## src/rtl/membus_pkg.sv

```systemverilog
// membus_pkg: shared state encoding, default error data and the address-window hit test
// for the membus_xbar router.
`default_nettype none

package membus_pkg;

  typedef enum logic [1:0] {
    ST_IDLE = 2'd0,
    ST_SLV  = 2'd1,
    ST_INT  = 2'd2,
    ST_ERR  = 2'd3
  } state_e;

  localparam logic [31:0] ERR_RDATA_DEF = 32'hDEAD_BEEF;

  function automatic logic addr_hit(input logic [31:0] addr,
                                    input logic [31:0] base,
                                    input logic [31:0] mask);
    return (addr & mask) == base;
  endfunction

endpackage

`default_nettype wire

```

## src/rtl/membus_decode.sv

```systemverilog
// membus_decode: combinational priority decode of a CPU address into halt / console /
// lowest-index external slave hit.
`default_nettype none

module membus_decode
  import membus_pkg::*;
#(
  parameter int              NSLV      = 3,
  parameter logic [NSLV*32-1:0] SLV_BASE = {NSLV{32'h0}},
  parameter logic [NSLV*32-1:0] SLV_MASK = {NSLV{32'hF000_0000}},
  parameter logic [31:0]     CON_ADDR  = 32'h9000_0000,
  parameter logic [31:0]     HALT_ADDR = 32'h8000_0000,
  parameter int              IDX_W     = 2
) (
  input  logic [31:0]      i_addr,
  output logic             o_is_halt,
  output logic             o_is_con,
  output logic             o_hit,
  output logic [IDX_W-1:0] o_idx
);

  always_comb begin
    o_is_halt = (i_addr[31:2] == HALT_ADDR[31:2]);
    o_is_con  = (i_addr[31:2] == CON_ADDR[31:2]);
    o_hit     = 1'b0;
    o_idx     = '0;
    // Scan downwards so the lowest matching slot is the one left standing.
    for (int i = NSLV - 1; i >= 0; i--) begin
      if (addr_hit(i_addr, SLV_BASE[32*i +: 32], SLV_MASK[32*i +: 32])) begin
        o_hit = 1'b1;
        o_idx = IDX_W'(i);
      end
    end
  end

endmodule

`default_nettype wire

```

## src/rtl/membus_xbar.sv

```systemverilog
// membus_xbar: 1-to-NSLV picorv32 native-bus router with console/halt slave and error response.
// Rev 1.0. Optional slave watchdog enabled by defining MEMBUS_TIMEOUT_EN.
`default_nettype none

module membus_xbar
  import membus_pkg::*;
#(
  parameter int                 NSLV      = 3,
  parameter logic [NSLV*32-1:0] SLV_BASE  = {NSLV{32'h0}},
  parameter logic [NSLV*32-1:0] SLV_MASK  = {NSLV{32'hF000_0000}},
  parameter logic [31:0]        CON_ADDR  = 32'h9000_0000,
  parameter logic [31:0]        HALT_ADDR = 32'h8000_0000,
  parameter logic [31:0]        ERR_RDATA = ERR_RDATA_DEF,
  parameter int                 TIMEOUT   = 1024
) (
  input  logic                 clk,
  input  logic                 rst,
  input  logic                 mem_valid,
  output logic                 mem_ready,
  input  logic [31:0]          mem_addr,
  input  logic [31:0]          mem_wdata,
  input  logic [3:0]           mem_wstrb,
  output logic [31:0]          mem_rdata,
  output logic [NSLV-1:0]      s_valid,
  output logic [31:0]          s_addr,
  output logic [31:0]          s_wdata,
  output logic [3:0]           s_wstrb,
  input  logic [NSLV-1:0]      s_ready,
  input  logic [NSLV*32-1:0]   s_rdata,
  output logic                 con_valid,
  output logic [7:0]           con_data,
  output logic                 halt,
  output logic                 bus_err,
  output logic [31:0]          err_addr
);

  localparam int IDX_W = (NSLV > 1) ? $clog2(NSLV) : 1;

  state_e             r_state;
  logic [IDX_W-1:0]   r_sel;
  logic [NSLV-1:0]    r_svalid;
  logic               r_ready;
  logic [31:0]        r_rdata;
  logic [31:0]        r_addr;
  logic [31:0]        r_wdata;
  logic [3:0]         r_wstrb;
  logic               r_con_valid;
  logic [7:0]         r_con_data;
  logic               r_halt;
  logic               r_bus_err;
  logic [31:0]        r_err_addr;

  logic               w_is_halt;
  logic               w_is_con;
  logic               w_hit;
  logic [IDX_W-1:0]   w_idx;
  logic               w_sel_ready;
  logic               w_expire;
  logic [31:0]        w_rdata_arr [NSLV];

  membus_decode #(
    .NSLV      (NSLV),
    .SLV_BASE  (SLV_BASE),
    .SLV_MASK  (SLV_MASK),
    .CON_ADDR  (CON_ADDR),
    .HALT_ADDR (HALT_ADDR),
    .IDX_W     (IDX_W)
  ) u_decode (
    .i_addr    (mem_addr),
    .o_is_halt (w_is_halt),
    .o_is_con  (w_is_con),
    .o_hit     (w_hit),
    .o_idx     (w_idx)
  );

  for (genvar g = 0; g < NSLV; g++) begin : g_rdata
    assign w_rdata_arr[g] = s_rdata[32*g +: 32];
  end

  assign w_sel_ready = s_ready[r_sel];

`ifdef MEMBUS_TIMEOUT_EN
  localparam int CNT_W = $clog2(TIMEOUT);
  logic [CNT_W-1:0] r_cnt;
  assign w_expire = (r_cnt == CNT_W'(TIMEOUT - 1));
`else
  // Without the watchdog a silent slave stalls the CPU indefinitely.
  assign w_expire = (TIMEOUT < 0);
`endif

  always_ff @(posedge clk) begin
    if (rst) begin
      r_state     <= ST_IDLE;
      r_sel       <= '0;
      r_svalid    <= '0;
      r_ready     <= 1'b0;
      r_rdata     <= '0;
      r_addr      <= '0;
      r_wdata     <= '0;
      r_wstrb     <= '0;
      r_con_valid <= 1'b0;
      r_con_data  <= '0;
      r_halt      <= 1'b0;
      r_bus_err   <= 1'b0;
      r_err_addr  <= '0;
`ifdef MEMBUS_TIMEOUT_EN
      r_cnt       <= '0;
`endif
    end else begin
      r_con_valid <= 1'b0;
      r_bus_err   <= 1'b0;
      case (r_state)
        ST_IDLE: begin
          if (mem_valid) begin
            r_addr  <= mem_addr;
            r_wdata <= mem_wdata;
            r_wstrb <= mem_wstrb;
            if (w_is_halt || w_is_con) begin
              r_state <= ST_INT;
              r_ready <= 1'b1;
              r_rdata <= '0;
              if (|mem_wstrb) begin
                if (w_is_halt) begin
                  r_halt <= 1'b1;
                end else begin
                  r_con_valid <= 1'b1;
                  r_con_data  <= mem_wdata[7:0];
                end
              end
            end else if (w_hit) begin
              r_state  <= ST_SLV;
              r_sel    <= w_idx;
              r_svalid <= NSLV'(1) << w_idx;
`ifdef MEMBUS_TIMEOUT_EN
              r_cnt    <= '0;
`endif
            end else begin
              r_state    <= ST_ERR;
              r_ready    <= 1'b1;
              r_rdata    <= ERR_RDATA;
              r_bus_err  <= 1'b1;
              r_err_addr <= mem_addr;
            end
          end
        end
        ST_SLV: begin
          // A ready arriving on the expiry cycle takes precedence over the timeout.
          if (w_sel_ready) begin
            r_state  <= ST_IDLE;
            r_svalid <= '0;
          end else if (w_expire) begin
            r_state    <= ST_ERR;
            r_svalid   <= '0;
            r_ready    <= 1'b1;
            r_rdata    <= ERR_RDATA;
            r_bus_err  <= 1'b1;
            r_err_addr <= r_addr;
          end
`ifdef MEMBUS_TIMEOUT_EN
          else begin
            r_cnt <= r_cnt + 1'b1;
          end
`endif
        end
        ST_INT, ST_ERR: begin
          r_state <= ST_IDLE;
          r_ready <= 1'b0;
        end
        default: begin
          r_state <= ST_IDLE;
        end
      endcase
    end
  end

  assign mem_ready = (r_state == ST_SLV) ? w_sel_ready : r_ready;
  assign mem_rdata = (r_state == ST_SLV) ? w_rdata_arr[r_sel] : r_rdata;
  assign s_valid   = r_svalid;
  assign s_addr    = r_addr;
  assign s_wdata   = r_wdata;
  assign s_wstrb   = r_wstrb;
  assign con_valid = r_con_valid;
  assign con_data  = r_con_data;
  assign halt      = r_halt;
  assign bus_err   = r_bus_err;
  assign err_addr  = r_err_addr;

endmodule

`default_nettype wire

```

## config.mk

```make
export PLATFORM = sky130hd
export DESIGN_NAME = membus_xbar
export DESIGN_NICKNAME = d
export VERILOG_FILES = /design/src/rtl/membus_pkg.sv /design/src/rtl/membus_decode.sv /design/src/rtl/membus_xbar.sv
export SDC_FILE = /design/constraint.sdc
export NUM_CORES = 1
export LEC_CHECK = 0
export CORE_AREA = 2 2 124 126
export CTS_CLUSTER_SIZE = 28
export DETAILED_ROUTE_END_ITERATION = 16
export DIE_AREA = 0 0 126 128
export HOLD_SLACK_MARGIN = 0.03
export PLACE_DENSITY = 0.74
export SLEW_MARGIN = 40
export SYNTH_ARGS = -nofsm -noshare
export SYNTH_HDL_FRONTEND = slang
export SYNTH_SLANG_ARGS = --single-unit
```

## constraint.sdc

```tcl
create_clock -name clk -period 5 [get_ports clk]
set_input_delay 1 -clock clk [delete_from_list [all_inputs] [get_ports clk]]
set_output_delay 1 -clock clk [all_outputs]
set_load 0.005 [all_outputs]
```

==> results.py <==
metrics = {
    "logic_synthesis": {
        "synth_cell_type_count": 35,
        "synthFlopType": "dfxtp_1",
        "synthSimpleGateAreaFrac_pct": 25.0,
        "async_flop_share_pct": 0,
        "yosysTopAreaCellShare_pct": 49.0,
        "seq_area_frac_synth_pct": 49.0,
        "synth_xor_area_share_pct": 0,
        "synth.largest_area_cell": "dfxtp_1",
        "ys_ff_latch": 116,
        "synth_edf_count": 0,
        "synth.mux.area_fraction_pct": 6.15,
        "synth_top_family_by_area": "simple AND/OR/NAND/NOR gates",
        "synthCells": 558,
        "synth_compound_area_share_pct": 15.3,
        "synth_area_leaders": "dfxtp_1, nand2_1, a21oi_1, nand2b_1, mux2i_1",
        "syn_area_per_cell_um2": 8.49,
        "synth-adder-area-share_pct": 0,
        "ys_warn_count": 0,
        "syn_area_mm2": 0.00474,
    },
    "clock_network": {
        "path_clk_slew_ns": 0.05,
        "cts.sinks": 116,
        "ctsHtreeMaxLevel": 4,
        "cts_post_setup_buffers_inserted": 0,
        "cts_buffers": 17,
        "cts_tree": "built",
        "cts.root.buffer_cell": "clkbuf_16",
        "ctsHoldBuffers": 0,
        "cts_resized": 0,
        "clk_path_buf_depth": 2,
        "clkLatencyLatePin_ns": 0.41,
    },
    "grt": {
        "grt_use_total_pct": 18.9,
        "overflow": 0,
        "grt_pass1_vias": 4384,
        "antenna_found_initial": 0,
        "grt_max_degree": 113,
        "grt_pass1_wl_mm": 23.9,
    },
    "sta": {
        "fin_skew_ns": 0.00951,
        "setup_slack_ns": 1.64,
        "drv_slew": 0,
        "grt_setup_unrepaired": "no",
        "min_period_ns": 3.36,
        "relSlewSlack_pct": 48.2,
        "hold_viol_final": 0,
        "finalSetupViolations": 0,
        "tightest_slew_ns": 0.777,
        "fin_tns_setup_ns": 0,
        "fin_crit_sh_pct": 67.3,
        "fmax_ghz": 0.297,
    },
    "critical_path": {
        "r2r-end": "err_addr[28]",
        "required_ns": 4.00,
        "crit_type": "reg -> out",
        "crit_path_max_fanout": 36,
        "startpoint_type": "flop",
        "r2r_start": "r_state[1]",
        "r2r_cells": 4,
        "worstSetupEndpointType": "primary output",
        "arrival_ns": 2.36,
        "rrSetupSlack_ns": 2.91,
    },
    "route": {
        "ant_nets": 0,
        "via_per_inst": 4.77,
        "wl_per_cell_um": 15.9,
        "vias": 4705,
        "drt_wl_total_mm": 15.7,
        "drc": 0,
        "drtIter0Drc": 226,
        "dr.pass1.iters": 4,
    },
    "cells_and_area": {
        "final_common_cell": "clkdlybuf4s50_1",
        "final.fill_count": 1383,
        "areaGrowthSynthToFinish_pct": 66.6,
        "nNetsFinal": 955,
        "drive_above_1_share_pct": 5.64,
        "diodes": 0,
        "final_cell_mix": "clkdlybuf4s50_1, nand2_1, dfxtp_1",
    },
    "worst_hold_path": {
        "holdPathStages": 2,
        "min_to": "s_addr[14]",
        "min_path_type": "reg -> reg",
        "worstHoldStart": "s_addr[14]",
    },
    "run": {
        "drv_cap": 0,
    },
    "floorplan": {
        "core_mm2": 0.0149,
        "num_io_pins": 317,
        "die_height_um": 128,
        "initial_core_util_pct": 31.9,
        "die_w_um": 126,
        "die_area_mm2": 0.0161,
        "rows": 45,
    },
    "pwr": {
        "ir_drop_v": 0.000192,
        "power.leakage_nw": 3.04,
        "p_per_area_mw_per_mm2": 340,
    },
    "outcome": {
        "status": "completed",
    },
    "place": {
        "gp_congestion": 0.760,
        "dp_hpwl_mm": 11.0,
        "post-place-ws_ns": 1.63,
        "io_buffer_count": 248,
    },
}
through the flow:
step                hold WS [ns]  util (%)  cells  instance area, um2  power (mW)
detailed placement         0.446      49.2    954                7320        1.53
global route               0.468      53.1    986                7900        2.81
global placement           0.442      49.2    954                7310        1.52
floorplan                  0.432         -    559                4740        1.22
finish                     0.452      53.1    986                7900        2.68
CTS                        0.453      53.1    986                7900        2.72
synth_stat cells, drive strengths merged, types with 2 or more instances:
cell type	instances
a21o	25
a21oi	81
a32o	4
and2	8
and4	2
buf	15
clkbuf	32
dfxtp	116
mux2i	28
nand2	139
nand2b	58
nand4	10
nor2	4
nor2b	6
nor3	2
nor3b	3
nor4	5
o31ai	8
or4	2
routing by layer:
layer  up-vias  track usage, %  wire (um)
li1       2328               -          -
met1      2170            21.6       6340
met2       179            31.1       7560
met3        28            8.01       1350
met4         0            8.21        409
met5         -               0          0
critical path, cell delays in order (launching register included):
cell	delay [ns]
dfxtp_1	0.32
nor2b_2	0.15
buf_4	0.24
nor2b_4	0.51
a21o_1	0.21
clkdlybuf4s50_1	0.52
worst max-delay path by stage:
| stage | startpoint | to | slack [ns] |
|---|---|---|---|
| 2_1_floorplan | r_state[0] | mem_rdata[10] | 2.70 |
| 3_3_place_gp | mem_addr[4] | err_addr[21] | 1.66 |
| 3_5_place_dp | mem_addr[31] | err_addr[18] | 1.63 |
| 4_1_cts | r_state[0] | mem_rdata[25] | 1.56 |
| 5_1_grt | r_state[0] | mem_rdata[25] | 1.49 |
| 6_report | r_state[0] | mem_rdata[25] | 1.64 |
report_power, final:
| part | internal (mW) | switching [mW] |
|---|---|---|
| clock network | 0.766 | 0.416 |
| logic | 0.288 | 0.199 |
| registers | 0.986 | 0.0296 |
| total | 2.04 | 0.645 |
registers in the layout, summed over array words and instances, names as in the netlist, 2 cells and up:
name      count
s_wdata      32
r_state       2
err_addr     32
s_wstrb       4
con_data      8
s_addr       32
cells by family (layout without fill, tap and decap cells):
family,count (synthesis),after routing
mux,29,29
compound gates,122,122
buf+inv,47,286
simple gates,243,243
other cells,1,2
flops,116,116
cell type report:
class                   count  area, um2  area share (%)
repair buffers            254       2530            32.0
multi-input cells         396       2230            28.3
well taps                 188        235            2.98
flip-flops and latches    116       2320            29.4
clock buffers              22        474            6.01
clock inverters            10        105            1.33
Note: power is estimated with default switching activity, not from simulation.
